**config.mk**
```make
export PLATFORM = sky130hd
export DESIGN_NAME = mem_arbiter
export DESIGN_NICKNAME = d
export VERILOG_FILES = /design/src/rtl/mem_arbiter_pkg.sv /design/src/rtl/mem_arbiter.sv
export SDC_FILE = /design/constraint.sdc
export NUM_CORES = 1
export LEC_CHECK = 0
export CAP_MARGIN = 20
export CORE_ASPECT_RATIO = 0.9
export CORE_MARGIN = 10
export CORE_UTILIZATION = 57
export DETAILED_ROUTE_END_ITERATION = 8
export DONT_BUFFER_PORTS = 1
export MAX_ROUTING_LAYER = met4
export PLACE_DENSITY = 0.81
export REMOVE_ABC_BUFFERS = 1
export SYNTH_ARGS = -nofsm -noshare
export SYNTH_HDL_FRONTEND = slang
export SYNTH_SLANG_ARGS = --single-unit
```
**constraint.sdc**
```tcl
create_clock -name clk -period 1.7 [get_ports clk]
set_input_delay 0.34 -clock clk [delete_from_list [all_inputs] [get_ports clk]]
set_output_delay 0.34 -clock clk [all_outputs]
set_load 0.05 [all_outputs]
```
**src/rtl/mem_arbiter_pkg.sv**
```systemverilog
// mem_arbiter_pkg: shared encodings and default sizes for the unified SRAM arbiter
package mem_arbiter_pkg;
  localparam int ADDR_W_DEF  = 16;
  localparam int DATA_W_DEF  = 32;
  localparam int MEM_LAT_DEF = 1;
  typedef enum logic [1:0] {IDLE = 2'd0, ISSUE = 2'd1, WAIT = 2'd2, RESP = 2'd3} state_e;
  typedef enum logic {OWN_IF = 1'b0, OWN_DM = 1'b1} owner_e;
endpackage

```
**src/rtl/mem_arbiter.sv**
```systemverilog
// mem_arbiter: round-robin sharing of one fixed-latency SRAM between fetch and data ports
module mem_arbiter
  import mem_arbiter_pkg::*;
#(
  parameter int ADDR_W  = ADDR_W_DEF,
  parameter int DATA_W  = DATA_W_DEF,
  parameter int MEM_LAT = MEM_LAT_DEF
) (
  input  logic                clk,
  input  logic                rst,
  input  logic                if_req,
  input  logic [ADDR_W-1:0]   if_addr,
  output logic [DATA_W-1:0]   if_rdata,
  output logic                if_ready,
  input  logic                dm_req,
  input  logic                dm_we,
  input  logic [DATA_W/8-1:0] dm_be,
  input  logic [ADDR_W-1:0]   dm_addr,
  input  logic [DATA_W-1:0]   dm_wdata,
  output logic [DATA_W-1:0]   dm_rdata,
  output logic                dm_ready,
  output logic                mem_en,
  output logic [DATA_W/8-1:0] mem_we,
  output logic [ADDR_W-1:0]   mem_addr,
  output logic [DATA_W-1:0]   mem_wdata,
  input  logic [DATA_W-1:0]   mem_rdata,
  output logic                stall_ma
);
  state_e state_q;
  owner_e owner_q, last_q, own_d;
  logic [ADDR_W-1:0] addr_q, addr_d;
  logic [DATA_W-1:0] wdata_q, if_rdata_q, dm_rdata_q;
  logic [DATA_W/8-1:0] mem_we_q;
  logic [3:0] cnt_q;
  logic wr_q, mem_en_q, if_ready_q, dm_ready_q, to_resp;
  always_comb begin
    own_d   = (dm_req && (!if_req || last_q == OWN_IF)) ? OWN_DM : OWN_IF;
    addr_d  = (own_d == OWN_DM ? dm_addr : if_addr) & {{(ADDR_W-2){1'b1}}, 2'b00};
    to_resp = (state_q == ISSUE && MEM_LAT == 1) || (state_q == WAIT && cnt_q == 4'd1);
  end
  always_ff @(posedge clk) begin
    if (rst) begin
      state_q    <= IDLE;
      owner_q    <= OWN_IF;
      last_q     <= OWN_IF;
      addr_q     <= '0;
      wdata_q    <= '0;
      wr_q       <= 1'b0;
      cnt_q      <= '0;
      mem_en_q   <= 1'b0;
      mem_we_q   <= '0;
      if_ready_q <= 1'b0;
      dm_ready_q <= 1'b0;
      if_rdata_q <= '0;
      dm_rdata_q <= '0;
    end else begin
      mem_en_q   <= 1'b0;
      mem_we_q   <= '0;
      if_ready_q <= to_resp && owner_q == OWN_IF;
      dm_ready_q <= to_resp && owner_q == OWN_DM;
      case (state_q)
        IDLE: if (if_req || dm_req) begin
          state_q  <= ISSUE;
          owner_q  <= own_d;
          addr_q   <= addr_d;
          wr_q     <= own_d == OWN_DM && dm_we;
          wdata_q  <= own_d == OWN_DM ? dm_wdata : '0;
          mem_en_q <= 1'b1;
          mem_we_q <= (own_d == OWN_DM && dm_we) ? dm_be : '0;
        end
        ISSUE: begin
          cnt_q   <= 4'(MEM_LAT - 1);
          state_q <= MEM_LAT > 1 ? WAIT : RESP;
        end
        WAIT: begin
          cnt_q <= cnt_q - 4'd1;
          if (cnt_q == 4'd1) state_q <= RESP;
        end
        RESP: begin
          if (owner_q == OWN_IF) if_rdata_q <= mem_rdata;
          else if (!wr_q) dm_rdata_q <= mem_rdata;
          last_q  <= owner_q;
          state_q <= IDLE;
        end
        default: state_q <= IDLE;
      endcase
    end
  end
  // read data is only valid from the SRAM during RESP, so bypass it while ready pulses
  assign if_rdata  = if_ready_q ? mem_rdata : if_rdata_q;
  assign dm_rdata  = (dm_ready_q && !wr_q) ? mem_rdata : dm_rdata_q;
  assign if_ready  = if_ready_q;
  assign dm_ready  = dm_ready_q;
  assign mem_en    = mem_en_q;
  assign mem_we    = mem_we_q;
  assign mem_addr  = addr_q;
  assign mem_wdata = wdata_q;
  assign stall_ma  = !rst && ((if_req && !if_ready_q) || (dm_req && !dm_ready_q));
endmodule

```
==> impl_metrics.tcl, run 1 <==
set metrics [dict create \
    outcome "finished with violations" \
    violations "negative hold slack, negative setup slack" \
    worst_pin_slew_ps 596 \
    finalCritPeriodShare_pct 118 \
    yosys.area_share.adder_pct 1.66 \
    dp.cells 662 \
    fin_cells 745 \
    min_from "rst" \
    wl_per_cell_um 25.1 \
    slowest_delay_ps 390 \
    num_rows 33 \
    worstPathArrival_ps 1660 \
    ir_drop_mv 1.01 \
    synthTopCellsByCount "nand2_1 (130), dfxtp_1 (126), a21oi_1 (68)" \
    vias_per_cell 6.19 \
    timing.rr.end "state_q[0]" \
    min_to "dm_rdata_q[10]" \
    synthMuxAreaShare_pct 16.9 \
    cts_tree "yes" \
    dr_wl_met2_um 9580 \
    synth_edf_count 0 \
    fill_cells 524 \
    synthFlopType "dfxtp_1" \
    synth_top_area_share_pct 47.7 \
    cp_data_required_time_ps 1360 \
    hold_depth 1 \
    wl_um 18700 \
    core_area_um2 9080 \
    timing.rr.start "cnt_q[1]" \
    place_hpwl_um 10100 \
    synthTopCellsByArea "dfxtp_1 (48%), mux2_2 (13%), nand2_1 (9.2%)" \
    area_growth_pct 32.8 \
    grt_overflow 0 \
    crit_buf_inv 2 \
    path_class "reg2out" \
    ys_async_sr_fraction_pct 0 \
    reg2reg_depth 5 \
    post-route-drc-count 0 \
    io_pins 225 \
    syn_avg_cell_area_um2 9.38 \
    synth_top_cell_by_area "dfxtp_1" \
    drt_iter0_markers 520 \
    grt_pass1_wl_um 28400 \
    final_antenna_net_count 0 \
    setup_slack_ps -304 \
    synth-simple-area-share_pct 13.7 \
    critPathLaunch "wr_q" \
    clockBufferDepth 2 \
    holdCritPathClass "in2reg" \
    whs_ps -92.7 \
    dieWidth_um 121 \
    synth_compound_area_share_pct 15.3 \
    fin_util_pct 77.2 \
    maxSlewViolCount 0 \
    die_area_um2 13500 \
    vias 4611 \
    start_util_pct 58.2 \
    cp_max_fo 8 \
    groute.usage.overall_pct 27.0 \
    setup-violations-final 66 \
    placed_area_um2 5490 \
    first_global_vias 5027 \
    wl_met1_um 6460 \
    met3_length_um 2020 \
    multi_input_area_um2 2810 \
    synth_top_family_by_area "multiplexers" \
    synth_area_um2 5280 \
    antenna_found_initial 0 \
    numCtsBuffers 17 \
    ys_warn_count 0 \
    numClockSinks 126 \
    dr.max_layer_used "met4" \
    hold_violations 84 \
    n_antenna_cell 0 \
    clk_pin_slew_ps 70 \
    critPathLaunchType "flop" \
    power.leakage_nw 2.85 \
    cap_violations 0 \
    io_buffers 0 \
    period_needed_ps 2000 \
    synth-xor-area-share_pct 0 \
    rrSetupSlack_ps 60 \
    clock-skew-final_ps 15.5 \
    die_h_um 111 \
    critPathSlowestCell "mux2_4" \
    rsz0062_at_grt "yes" \
    synth_cells 563 \
    dr.pass1.iters 5 \
    finalWeightedCongestion 0.794 \
    p_per_area_nw_per_um2 1640 \
    finalNetCount 722 \
    seqCellArea_um2 2530 \
    layout-drive-gt1-share_pct 23.9 \
    clock.fmax_ghz 0.499 \
    fin_area_um2 7010 \
    yosysUniqueCellTypes 37 \
    ys_seq_area_share_pct 47.7 \
    synth.most_common_cell "nand2_1" \
    path_delay_family "multiplexers" \
    htreeDepth 4 \
    ctsRootBufferMaster "clkbuf_8" \
    power_mw 11.5 \
    clk_latency_ps 510 \
    max_slew_margin_pct 60.2 \
    worstPathCellList "nand2b_4 > buf_12 > buf_16 > mux2_4" \
    grt_max_degree 94 \
    ctsHoldBuffers 37 \
    end_kind "primary output" \
    ys_ff_latch 126 \
]
## routing by layer
metal / vias up / global-route usage, %
li1: 2043 / -
met4: 0 / 11.8
met1: 2219 / 26.9
met2: 298 / 46.1
met3: 51 / 10.2
met5: - / -
## through the flow
stage	TNS, ps	worst slack (ps)
finish	-13960	-304
global route	-16700	-343
CTS	-19200	-364
detailed placement	-16.9	-16.9
global placement	0	47.7
floorplan	-57750	-692
## repair_timing
item	in CTS	in global routing
hold endpoints to repair	122	85
pin swaps	0	2
resized for setup	84	28
gates cloned	7	0
buffers inserted	12	3
endpoints found under the setup margin	67	77
## registers in the layout (all words and copies together), names as in the netlist
register    flops
cnt_q           4
mem_en          1
mem_addr       14
dm_ready        1
last_q          1
wr_q            1
if_rdata_q     32
owner_q         1
state_q         2
dm_rdata_q     32
mem_we          4
mem_wdata      32
if_ready        1
## layout by cell type, fill, tap and decap left out, drive strengths merged, types with 7 or more instances in the layout
cell	instances
ha	7
nor2	20
a21oi	68
dlygate4sd3	37
clkinv	7
clkbuf	17
a211oi	14
a22o	33
nand2	130
buf	35
dfxtp	126
mux2	65
inv	9
mux2i	16
## report_power, final
part           internal [mW]  leakage [nW]  switching, mW
combinational           1.40          1.54           2.16
sequential              3.36          1.03           1.06
clock                   2.11         0.279           1.42
## kinds of logic after synthesis
kind of cell	Yosys count
AOI/OAI and AO/OA	124
buffers and inverters	50
adders and majority gates	7
DFF	126
and+or+nand+nor	174
muxes	81
other	1
## cell type report
cell class                      instances  share of cell area, %
Tap cell                              122                   2.18
Multi-Input combinational cell        388                   40.1
Clock buffer                           17                   5.90
Sequential cell                       126                   36.1
Inverter                                5                  0.268
Clock inverter                         15                   2.34
Timing Repair Buffer                   72                   13.1
## worst max path at each step
| stage | to | slack, ps | cells past startpoint |
|---|---|---|---|
| 6_report | dm_rdata[19] | -300 | 4 |
| 2_1_floorplan | dm_rdata[5] | -690 | 2 |
| 5_1_grt | dm_rdata[19] | -340 | 4 |
| 3_3_place_gp | state_q[0] | 50 | 5 |
| 4_1_cts | dm_rdata[6] | -360 | 5 |
| 3_5_place_dp | state_q[0] | -20 | 5 |
Note: power is estimated with default switching activity, not from simulation.
==> run 2, diff against run 1 <==
--- a/config.mk
+++ b/config.mk
@@ -5,6 +5,7 @@
 export SDC_FILE = /design/constraint.sdc
 export NUM_CORES = 1
 export LEC_CHECK = 0
+export ABC_AREA = 0
 export CAP_MARGIN = 20
 export CORE_ASPECT_RATIO = 0.9
 export CORE_MARGIN = 10
==> results of run 2 <==
Same layout as run 1: the final DEF is identical, and so are final timing and power.
